$ cat src/rtl/oric_tape_pkg.sv
// Shared constants for the Oric tape loader: FSM encoding, autorun code and
// byte offsets within a TAP header (counted from the first byte after the sync marker).
package oric_tape_pkg;

    localparam int unsigned STATE_W = 3;

    localparam logic [STATE_W-1:0] ST_IDLE    = 3'd0;
    localparam logic [STATE_W-1:0] ST_FETCH   = 3'd1;
    localparam logic [STATE_W-1:0] ST_CAPTURE = 3'd2;
    localparam logic [STATE_W-1:0] ST_WRITE   = 3'd3;
    localparam logic [STATE_W-1:0] ST_DONE    = 3'd4;
    localparam logic [STATE_W-1:0] ST_ERROR   = 3'd5;

    localparam logic [7:0] TAP_AUTORUN_CODE = 8'hC7;

    localparam int unsigned TAP_HDR_OFF_TYPE     = 2;
    localparam int unsigned TAP_HDR_OFF_AUTORUN  = 3;
    localparam int unsigned TAP_HDR_OFF_END_HI   = 4;
    localparam int unsigned TAP_HDR_OFF_END_LO   = 5;
    localparam int unsigned TAP_HDR_OFF_START_HI = 6;
    localparam int unsigned TAP_HDR_OFF_START_LO = 7;
    localparam int unsigned TAP_HDR_OFF_NAME     = 9;

endpackage

$ cat src/rtl/tap_ram_writer.sv
// Copies a TAP program body from the tape cache into RAM, one byte per
// fetch/capture/write round trip, and reports completion, autorun or error.
module tap_ram_writer
    import oric_tape_pkg::*;
#(
    parameter int         CACHE_AW     = 16,
    parameter logic [7:0] AUTORUN_CODE = TAP_AUTORUN_CODE
) (
    input  logic                clk,
    input  logic                reset,
    input  logic                hdr_valid,
    input  logic [15:0]         hdr_start,
    input  logic [15:0]         hdr_end,
    input  logic [7:0]          hdr_autorun,
    input  logic [CACHE_AW-1:0] hdr_data_off,
    input  logic                abort,
    output logic [CACHE_AW-1:0] cache_addr,
    output logic                cache_cs,
    input  logic [7:0]          cache_dout,
    output logic [15:0]         ram_addr,
    output logic [7:0]          ram_dout,
    output logic                ram_wr,
    input  logic                ram_grant,
    output logic                busy,
    output logic                tape_complete,
    output logic                tape_autorun,
    output logic                tape_error
);

    logic [STATE_W-1:0] state;
    logic [15:0]        wptr;
    logic [15:0]        end_q;
    logic [7:0]         autorun_q;

    always_ff @(posedge clk or posedge reset) begin
        if (reset) begin
            state      <= ST_IDLE;
            wptr       <= '0;
            end_q      <= '0;
            autorun_q  <= '0;
            cache_addr <= '0;
            ram_addr   <= '0;
            ram_dout   <= '0;
            ram_wr     <= 1'b0;
            tape_error <= 1'b0;
        end else if (abort && state != ST_IDLE) begin
            // A grant on this same cycle has already completed its write.
            state  <= ST_IDLE;
            ram_wr <= 1'b0;
        end else begin
            case (state)
                ST_IDLE: begin
                    if (hdr_valid) begin
                        end_q      <= hdr_end;
                        autorun_q  <= hdr_autorun;
                        tape_error <= 1'b0;
                        wptr       <= hdr_start;
                        cache_addr <= hdr_data_off;
                        state      <= (hdr_end < hdr_start) ? ST_ERROR : ST_FETCH;
                    end
                end
                ST_FETCH:   state <= ST_CAPTURE;
                ST_CAPTURE: begin
                    ram_dout <= cache_dout;
                    ram_addr <= wptr;
                    ram_wr   <= 1'b1;
                    state    <= ST_WRITE;
                end
                ST_WRITE: begin
                    if (ram_grant) begin
                        ram_wr <= 1'b0;
                        // Compare before incrementing so an end of FFFF never wraps wptr.
                        if (wptr == end_q) begin
                            state <= ST_DONE;
                        end else begin
                            wptr       <= wptr + 16'd1;
                            cache_addr <= cache_addr + 1'b1;
                            state      <= ST_FETCH;
                        end
                    end
                end
                ST_DONE: state <= ST_IDLE;
                ST_ERROR: begin
                    tape_error <= 1'b1;
                    state      <= ST_IDLE;
                end
                default: state <= ST_IDLE;
            endcase
        end
    end

    always_comb begin
        busy          = (state != ST_IDLE);
        cache_cs      = (state == ST_FETCH);
        tape_complete = (state == ST_DONE);
        tape_autorun  = (state == ST_DONE) && (autorun_q == AUTORUN_CODE);
    end

endmodule

$ cat config.mk
export PLATFORM = sky130hd
export DESIGN_NAME = tap_ram_writer
export DESIGN_NICKNAME = d
export VERILOG_FILES = /design/src/rtl/oric_tape_pkg.sv /design/src/rtl/tap_ram_writer.sv
export SDC_FILE = /design/constraint.sdc
export NUM_CORES = 1
export LEC_CHECK = 0
export ABC_AREA = 1
export ABC_CLOCK_PERIOD_IN_PS = 4100
export BUFFER_PORTS_ARGS = -buffer_cell sky130_fd_sc_hd__buf_2
export CORE_MARGIN = 5
export CORE_UTILIZATION = 27
export CTS_BUF_LIST = sky130_fd_sc_hd__clkbuf_8 sky130_fd_sc_hd__clkbuf_16
export DETAILED_ROUTE_END_ITERATION = 7
export GPL_TIMING_DRIVEN = 0
export RECOVER_POWER = 25
export SETUP_SLACK_MARGIN = 0.02
export SLEW_MARGIN = 20
export SYNTH_ARGS = -nofsm -noshare
export SYNTH_HDL_FRONTEND = slang
export SYNTH_SLANG_ARGS = --single-unit
$ cat constraint.sdc
create_clock -name clk -period 4.1 [get_ports clk]
set_input_delay 0 -clock clk [delete_from_list [all_inputs] [get_ports clk]]
set_output_delay 0 -clock clk [all_outputs]
set_load 0.005 [all_outputs]
**After elaboration in Yosys (flattened, before gate mapping)**

Index checks and enable logic that the tools add are counted.

- $add $sub $neg: 2
- $lt $le $gt $ge: 1
- Eq/ne operators: 12
- Muxes and demuxes: 19
- Bitwise gates (word level): 1
- Reductions and logical operators: 13

Operators with widths:

| kind | count |
|---|---|
| two-way mux 16 bit | 6 |
| one-hot mux 16 bit (2 select lines) | 2 |
| adder 16 x 1 -> 16 bit (second input constant) | 2 |
| equality test 16 bit | 1 |
| less-than comparator 16 bit | 1 |
| two-way mux 3 bit | 5 |
| one-hot mux 3 bit (4 select lines) | 1 |
| equality test 8 bit (second input constant) | 1 |
| equality test 3 x 2 -> 1 bit (second input constant) | 2 |
| equality test 3 bit (second input constant) | 2 |
| inequality test 2 bit (second input constant) | 3 |
| inequality test 3 bit (second input constant) | 2 |
| AND reduction 2 bit | 3 |
| AND reduction 3 bit | 2 |
| nonzero test 3 bit | 2 |
| AND reduction 5 bit | 1 |
| one-hot mux 1 bit (2 select lines) | 2 |
| nonzero test 2 bit | 2 |
| equality test 3 x 1 -> 1 bit (second input constant) | 1 |
| logical NOT 3 bit | 1 |
| two-way mux 1 bit | 3 |
| logical AND 1 bit | 2 |
| NOT 1 bit | 1 |

- Bits in registers: 85
- Word-level logic and storage cells: 57

**Logic depth before layout (Yosys ltp)**

Gate-level depths: netlist (run 1).

- Word-level depth: 5
- Depth in mapped cells: 11
- Mapped depth without buffers: 11

**Worst setup path before layout (run 1)**

No wires, ideal clock.

- Path kind: reg-to-reg
- From: register state[2]
- To: register cache_addr[13]
- Setup time: 0.118 ns
- Arrival time: 1.421 ns
- Path slack: 2.561 ns
- Cell stages (with the launch flop): 10
- Path buffers: 1
- Cell sequence: dfrtp_1 > nor2_2 > nand2_1 > nand2_1 > nand2_1 > nor2_4 > nand2_2 > buf_4 > nand2_1 > nand2_1

- Cells in the longest elaborated chain, start to end: 4

Ends and longest elaborated chain:

| element | line | text |
|---|---|---|
| start, declared | tap_ram_writer.sv:30 | `logic [STATE_W-1:0] state;` |
| start signal, assigned | tap_ram_writer.sv:59 | `state <= (hdr_end < hdr_start) ? ST_ERROR : ST_FETCH;` |
| nonzero test 3 bit | -- |  |
| named net busy | tap_ram_writer.sv:24 | `output logic busy,` |
| logical AND 1 bit | tap_ram_writer.sv:46 | `end else if (abort && state != ST_IDLE) begin` |
| NOT 1 bit (no source line) | -- |  |
| AND reduction 5 bit (no source line) | -- |  |
| end signal, assigned | tap_ram_writer.sv:58 | `cache_addr <= hdr_data_off;` |
| end signal, assigned | tap_ram_writer.sv:77 | `cache_addr <= cache_addr + 1'b1;` |
| end, declared | tap_ram_writer.sv:17 | `output logic [CACHE_AW-1:0] cache_addr,` |

The timed path passes the listed nets, and every way through them passes these cells.
A chain may end at the register's enable or synchronous reset.

==> impl.org, run 1 <==
** Logic synthesis
- The biggest area contributor in the post-synthesis netlist is sky130_fd_sc_hd__dfrtp_1.
- Area fraction of the dominant cell type after synthesis :: 41.7%
- Synthesis inferred 85 register bits.
- Synthesized Nets :: 826
- Post-Syn Instances :: 740
- The synthesized netlist contains 31 unique library cells.
- Synthesized area :: between 5000 and 6000 um^2
- Avg Synthesized Cell Area :: 6.89 um^2
- Biggest area contributors in the synthesized netlist :: sky130_fd_sc_hd__dfrtp_1, sky130_fd_sc_hd__nand2_1, sky130_fd_sc_hd__nand3_1
- The Yosys step of the flow raised 0 warnings.
- For this run, the register share of the synthesized area comes to about two fifths.

** Placement
- Port Buffer Count :: between 100 and 150
- Summing all placed instances gives a cell area of 6000 um^2.
- Detailed placement finished with a half-perimeter wire length of 12,500 um.
- The congestion estimate from routability-driven global placement came to 0.884.

** Cells and area
- Diodes inserted :: 0
- Fraction of final layout cells with drive strength greater than 1 :: 17.8%
- Fill cell total of the finished layout :: 2,031
- Across the whole layout, storage elements account for about 2100 um^2.
- The final layout contains 999 nets.
- Summing all multi-input logic gate instances after layout gives around 2600 um^2.
- Area of all placed cells without fillers :: between 6000 and 7000 um^2
- Relative to the synthesized area, the layout overhead comes to 32.2%.

** Global route
- Global routing finished with a remaining overflow of 0.
- Maximum number of pins on one net before global-route repair :: 76
- GRT Util Overall :: 15.3%
- Vias in the first global route :: 5,158
- First-pass GRT wire length :: 26,500 um
- The number of antenna violations at the first check in global routing is 0.

** Floorplan
- The die covers 21,700 um^2.
- The core region is 18,600 um^2.
- The die is approximately 150 um tall.
- In this run the core area contains 50 standard-cell rows.
- Initial cell density of the core :: 27.4%
- Width of the die :: ~150 um
- In this run the count of I/O pins placed on the die edge is 115.

** Setup path
- Capturing element type of the critical path :: asynchronous set/reset pin
- STA classifies the critical path startpoint as an input pin.
- Data arrival time at the worst-slack endpoint :: 2.49 ns
- Endpoint required time on the critical path :: 4.16 ns
- Critical Setup Path Class :: in2async
- In this run the worst path has a maximum fanout of between 70 and 80.

** Clock network
- Root buffer selected by CTS :: sky130_fd_sc_hd__clkbuf_16
- In this run, CTS created clock tree buffers numbering 9.
- Clock-pin slew was measured on the worst setup and hold paths at 0.06 ns.
- In this run the deepest clock path goes through 2 buffers.
- Clk sinks :: 85
- TritonCTS built the clock tree.
- Insertion delay to the later sink of the worst-skew pair :: 0.35 ns
- Post-CTS timing repair inserted 0 buffers for setup.
- The H-tree was split into 3 levels.

** STA
- At the pin with the least slew margin, the transition time is approximately 2.0 ns.
- Final clock period utilization by the worst path :: 59.1%
- Setup violations remaining at the end of the flow were counted as 0.
- Setup tns final :: 0 ns
- The final max-slew violation count is 76.
- Final period demand of the worst path :: around 2.4 ns
- Unrepaired setup endpoints after global routing :: no
- Setup clock skew after layout :: between 0.008 and 0.009 ns
- Measured against its own limit, the worst slew margin works out to -31.5%.
- Highest clock rate :: 0.413 GHz
- Final Hold Violating Endpoints :: 0
- Hold is met by 0.00277 ns.

** Run status
- Violated checks :: capacitance limit, slew limit
- The flow ran to the end, but the final reports show violations.

** Min path
- Hold Crit Class :: in2reg

** Pwr
- Clock power share :: 18.8%
- Summed over all cells, the static leakage comes to 0.00360 uW.
- Relative contribution of combinational cells to total power :: 45.0%
- Power spread over the standard cell area amounts to 661 nW/um^2.
- Sequential cells account for 36.2% of the total power.
- Across the VDD grid, the largest voltage drop is roughly 240 uV.
- The analysis attributes to net switching a power of slightly below 2000 uW.
- Internal power comes to ~2500 uW.
- Of the total power, the share spent switching nets is 44.0%.

** Routing
- Via-to-Cell Ratio :: between 4 and 5
- After detailed routing, the number of remaining DRC violations is 0.
- Wires add up to roughly 17,000 um.
- Number of DRC markers after the initial detailed-route iteration :: 350
- Routed via count :: 5,177
- The first detailed-routing pass took 5 iterations.
- After detailed routing, the average wire length per cell comes to 14.3 um.
- Antenna viol nets, final :: 0

** Flow run
- Max-cap violations in this run came to 1.
==> stage by stage <==
step | cells | total power [uW] | utilization [%] | setup WS [ns]
final | 1152 | 4460 | 36.2 | 1.68
after floorplan | 740 | 2860 | - | 1.91
after global placement | 1088 | 3570 | 32.0 | 0.631
after CTS | 1152 | 4510 | 36.3 | 2.14
after global routing | 1152 | 4880 | 36.2 | 1.13
after detailed placement | 1089 | 3610 | 32.2 | 2.18
==> worst max-delay path, stage by stage <==
cell                            delay [ns]
sky130_fd_sc_hd__dlygate4sd3_1        0.53
sky130_fd_sc_hd__clkbuf_1             0.10
sky130_fd_sc_hd__clkinvlp_2           0.32
sky130_fd_sc_hd__clkbuf_2             1.47
==> sequential cells by signal (all words and copies together) (netlist names) <==
name and flops:
state 3, ram_addr 16, tape_error 1, end_q 16
cache_addr 16, ram_dout 8, ram_wr 1, wptr 16
autorun_q 8
==> what timing repair did <==
item | 4_1_cts | 5_1_grt
endpoints found under the hold margin | 131 | 0
hold buffers | 47 | 0
setup endpoints to repair | 0 | 0
gates resized for setup | 0 | 0
==> final timing paths <==
kind | from | to | slack, ns | cells after the start
max in group clk | wptr[12] | wptr[7] | 2.15 | 10
worst min register to register | ram_addr[15] | ram_addr[15] | 0.47 | 2
worst min-delay path | hdr_data_off[2] | cache_addr[2] | 0.003 | 5
worst max-delay path | reset | ram_addr[14] | 1.68 | 4
min in group asynchronous | reset | cache_addr[9] | 0.18 | 3
worst max register to register | wptr[12] | wptr[7] | 2.15 | 10
==> synthesized netlist by cell type <==
master / instances
sky130_fd_sc_hd__nor4_1: 1
sky130_fd_sc_hd__or2_2: 2
sky130_fd_sc_hd__and3_1: 1
sky130_fd_sc_hd__nor2_4: 1
sky130_fd_sc_hd__nor2_1: 48
sky130_fd_sc_hd__nand3_2: 1
sky130_fd_sc_hd__and2_1: 1
sky130_fd_sc_hd__xor2_1: 4
sky130_fd_sc_hd__o21ai_0: 50
sky130_fd_sc_hd__buf_2: 10
sky130_fd_sc_hd__ha_1: 17
sky130_fd_sc_hd__inv_1: 76
sky130_fd_sc_hd__mux2_2: 9
sky130_fd_sc_hd__clkbuf_1: 10
sky130_fd_sc_hd__inv_2: 4
sky130_fd_sc_hd__a31oi_1: 1
sky130_fd_sc_hd__buf_4: 3
sky130_fd_sc_hd__nor2_2: 1
sky130_fd_sc_hd__nor3_4: 1
sky130_fd_sc_hd__nand2_1: 320
sky130_fd_sc_hd__a211oi_1: 1
sky130_fd_sc_hd__nand4_1: 8
sky130_fd_sc_hd__nor3_1: 3
sky130_fd_sc_hd__dfrtp_1: 85
sky130_fd_sc_hd__o31ai_1: 1
sky130_fd_sc_hd__nand3_1: 68
sky130_fd_sc_hd__a21oi_1: 8
sky130_fd_sc_hd__xnor2_1: 2
sky130_fd_sc_hd__nand2_2: 1
sky130_fd_sc_hd__o21bai_1: 1
sky130_fd_sc_hd__o21ai_2: 1
==> metal layers <==
layer	vias up	track usage (%)	wire (um)
li1	2678	-	-
met1	2339	19.6	7550
met2	139	26.3	7920
met3	21	2.54	732
met4	0	5.45	327
met5	-	0	0
==> power groups by stage <==
stage	Sequential (uW)	Combinational, uW	Clock (uW)
2_1_floorplan	1550	1300	0
3_5_place_dp	1620	1990	0
4_1_cts	1610	2040	867
5_1_grt	1680	2310	896
6_report	1620	2000	838
3_3_place_gp	1620	1960	0
==> cells by family (layout without fill, tap and decap cells) <==
logic type	after synthesis	in the layout	synth area share, %
adders and majority gates	17	17	4.17
DFF	85	85	41.7
and+or+nand+nor	457	457	36.6
muxes	9	9	1.99
AOI/OAI and AO/OA	63	63	6.43
xor gates and xnor gates	6	6	1.03
buffers and inverters	103	281	8.05
==> cell type report <==
| type | count | area share (%) |
|---|---|---|
| multi-input cells | 552 | 38.0 |
| flip-flops and latches | 85 | 31.6 |
| repair buffers | 162 | 15.5 |
| inverters | 80 | 4.47 |
| well taps | 234 | 4.34 |
| clock buffers | 10 | 3.55 |
| plain buffers | 23 | 1.63 |
| clock inverters | 6 | 0.928 |
==> cell usage in the layout, fill, tap and decap left out, drive strengths merged, types with 4 or more instances in the layout <==
| cell type | instances |
|---|---|
| nand2 | 321 |
| buf | 126 |
| dfrtp | 85 |
| inv | 82 |
| nand3 | 69 |
| o21ai | 51 |
| nor2 | 50 |
| dlygate4sd3 | 47 |
| clkbuf | 22 |
| ha | 17 |
| mux2 | 9 |
| a21oi | 8 |
| nand4 | 8 |
| xor2 | 4 |
| nor3 | 4 |
(Power assumes the default switching activity.)
==> run 2, diff against run 1 <==
--- a/config.mk
+++ b/config.mk
@@ -6,7 +6,7 @@
 export NUM_CORES = 1
 export LEC_CHECK = 0
 export ABC_AREA = 1
-export ABC_CLOCK_PERIOD_IN_PS = 4100
+export ABC_CLOCK_PERIOD_IN_PS = 2180
 export BUFFER_PORTS_ARGS = -buffer_cell sky130_fd_sc_hd__buf_2
 export CORE_MARGIN = 5
 export CORE_UTILIZATION = 27
==> constraint.sdc (replaced) <==
create_clock -name clk -period 2.18 [get_ports clk]
set_input_delay 0 -clock clk [delete_from_list [all_inputs] [get_ports clk]]
set_output_delay 0 -clock clk [all_outputs]
set_load 0.005 [all_outputs]
==> impl.org, run 2 (synthesized netlist as in run 1, its figures left out) <==
** Setup path
- Among all stages on the critical path, the largest delay is contributed by sky130_fd_sc_hd__dfrtp_1.
- In this run the critical register-to-register path is launched from state[0].
- STA puts the critical path data required time at roughly 2.4 ns.
- Cell count of the worst reg-to-reg path :: 7
- Critical path buffers and inverters :: 3
- Kind of launch point of the worst setup path :: flip-flop
- Largest delay share family, worst path :: buffers and inverters
- End of the worst register-to-register path :: wptr[7]
- For the worst setup path, the data arrival time is 2.22 ns.
- Maximum fanout encountered on the critical timing path :: 10
- Delay of the slowest cell on the worst path :: ~0.45 ns
- Crit-path cells :: inv_2, nor3_4, buf_2, buf_2, o21ai_0, nand3_1, nand2_1
- R2R setup slack :: 0.20 ns
- Cell seen most often among critical-path stages :: sky130_fd_sc_hd__buf_2
- The worst setup path is captured at a flip-flop.
- The setup path with the least slack is of type reg2reg.

** Clock network
- Maximum number of buffers from clock root to sink :: 2
- Buffers added to address setup during post-CTS repair amount to 0.
- In this run the number of H-tree levels came out at 3.
- For this design, the sink count on the clock tree is 85.
- Clock tree synthesis inserted a total of 9 buffers.
- Clock-pin slew reported for the worst setup and hold paths after clock tree synthesis :: 0.07 ns
- Insertion delay to the later sink of the worst-skew pair :: 0.35 ns
- Root buffer selected by CTS :: sky130_fd_sc_hd__clkbuf_16
- Clock tree from TritonCTS :: built

** STA
- Worst Tran Pin Value :: 1.33 ns
- The tightest hold path in the finished design has a slack of 0.0110 ns.
- In this run the tightest slew margin relative to its limit is between 10% and 20%.
- For the finished layout, the period the worst path requires is 1.98 ns.
- Derived from the worst setup path, the maximum achievable clock frequency is 0.506 GHz.
- Setup tns final :: 0 ns
- The final max-slew violation count was 0.
- In the finished design, the share of the clock period the worst path needs comes to 90.6%.
- Setup clock skew after layout :: 0.0106 ns
- The number of hold-slack violations in the final timing report came to 0.
- Setup repair after global routing could not meet its margin everywhere.
- Setup violations remaining at the end of the flow were counted as 0.

** Min path
- The worst hold path passes through 5 cells.
- The path class of the tightest hold or removal check is in2reg.
- Hold Path Sink :: wptr[11]
- In this run the most critical hold path is launched from hdr_start[11].

** Global route
- In the global route stage, met1 resource usage came out at 20.2%.
- First-pass GRT wire length :: 26,300 um
- Summed over all layers, the global routing overflow is 0.
- Global routing consumed, over all layers together, 15.1% of the routing resources.
- Vias in the first global route :: between 5,000 and 6,000
- Met2 demand-to-capacity share in global routing :: 25.2%
- Maximum number of pins on one net before global-route repair :: 34
- Global routing consumed, on the met3 layer, 2.51% of the routing resources.
- Antenna violations before repair :: 0
- Most Crowded Layer GR :: met2

** Cells and area
- Area of all placed cells without fillers :: 6700 um^2
- In the final layout, the share of cells above drive strength 1 is 16.0%.
- The library cell used most frequently in the layout, excluding fill and tap cells, is sky130_fd_sc_hd__nand2_1.
- Fill cell total of the finished layout :: 1,999
- From synthesis to final layout, the design area changed by 31.4%.
- Layout Utilization :: 35.9%
- For this run, the post-layout net count is 998.
- Highest-count cells in the layout ignoring fill and taps :: sky130_fd_sc_hd__nand2_1, sky130_fd_sc_hd__buf_2, sky130_fd_sc_hd__dfrtp_1
- Diodes inserted :: 0

** Floorplan
- Width of the die :: 147 um
- The die covers approximately 22,000 um^2.
- Vertical die dimension :: 147 um
- The initial utilization of the core area, before any placement, comes to 27.4%.
- Count of pins on the block boundary :: approximately 120
- Row generation in the floorplan step produced 50 rows.
- Area inside the core boundary :: 18,600 um^2

** Flow run
- Maximum Capacitance Violations :: 0

** Pwr
- The worst-case IR drop observed on VDD is 413 uV.
- Dividing total power by cell area gives a power density of 1220 nW/um^2.
- For this design the static power due to leakage is between 0.003 and 0.004 uW.

** Routing
- Initial DRT Pass Iterations :: 5
- In the final routed layout, each cell accounts on average for 14.4 um.
- Via-to-Cell Ratio :: 4.53
- In the routed design, unresolved DRC markers number 0.
- Antenna viol nets, final :: 0
- Detailed routing inserted a total of around 5,200 vias.
- Number of DRC markers after the initial detailed-route iteration :: 333
- Detailed-route wire length :: between 15,000 and 20,000 um

** Placement
- At the end of routability-driven placement, the weighted congestion stood at around 0.87.
- Summed over all nets, the half-perimeter wirelength after detailed placement is 12,500 um.
- Port Buffer Count :: 114
- The placed instances occupy a cell area of 6010 um^2.

** Run status
- Status :: completed
==> run 2: how the worst max path moves through the flow <==
stage,start,end,slack [ns],cells past startpoint
floorplan,state[2],cache_addr[13],0.64,9
global placement,wptr[0],wptr[10],0.15,10
detailed placement,wptr[0],wptr[7],0.14,10
CTS,wptr[0],wptr[7],0.12,10
global route,wptr[0],cache_addr[0],0.006,10
finish,state[0],wptr[7],0.20,7
==> run 2: what timing repair did <==
item,CTS,global route
setup endpoints to repair,0,19
hold buffers,45,0
hold endpoints to repair,68,0
gates resized for setup,0,4
==> run 2: cell type report <==
cell class	count	area, um^2	share of cell area, %
Buffer	23	113	1.68
Clock inverter	6	42.5	0.635
Sequential cell	85	2130	31.7
Multi-Input combinational cell	552	2560	38.2
Tap cell	234	293	4.37
Inverter	80	302	4.50
Clock buffer	9	225	3.36
Timing Repair Buffer	161	1040	15.5
==> run 2: layer usage <==
layer  routed length [um]  vias up
met4                  255        0
met2                 7790      139
met1                 7700     2388
met3                  773       16
li1                     -     2665
met5                    0        -
==> run 2: power by group <==
group / internal (uW) / switching, uW / leakage (uW)
clock network: 766 / 671 / 0.000133
logic: 1420 / 2300 / 0.00233
registers: 2330 / 722 / 0.00106
total: 4510 / 3690 / 0.00353
==> run 2: worst register-to-register path: cells and delay by family, from the launching register on <==
family | cells | cell delay (ns)
buf+inv | 3 | 0.74
flops | 1 | 0.45
compound gates | 1 | 0.14
simple gates | 3 | 0.55
==> run 2: through the flow <==
| stage | setup slack (ns) | cells | power (uW) |
|---|---|---|---|
| 6_report | 0.204 | 1150 | 8200 |
| 5_1_grt | 0.00585 | 1150 | 8960 |
| 4_1_cts | 0.117 | 1150 | 8310 |
| 3_5_place_dp | 0.139 | 1090 | 6790 |
| 3_3_place_gp | 0.150 | 1088 | 6690 |
| 2_1_floorplan | 0.641 | 740 | 5370 |
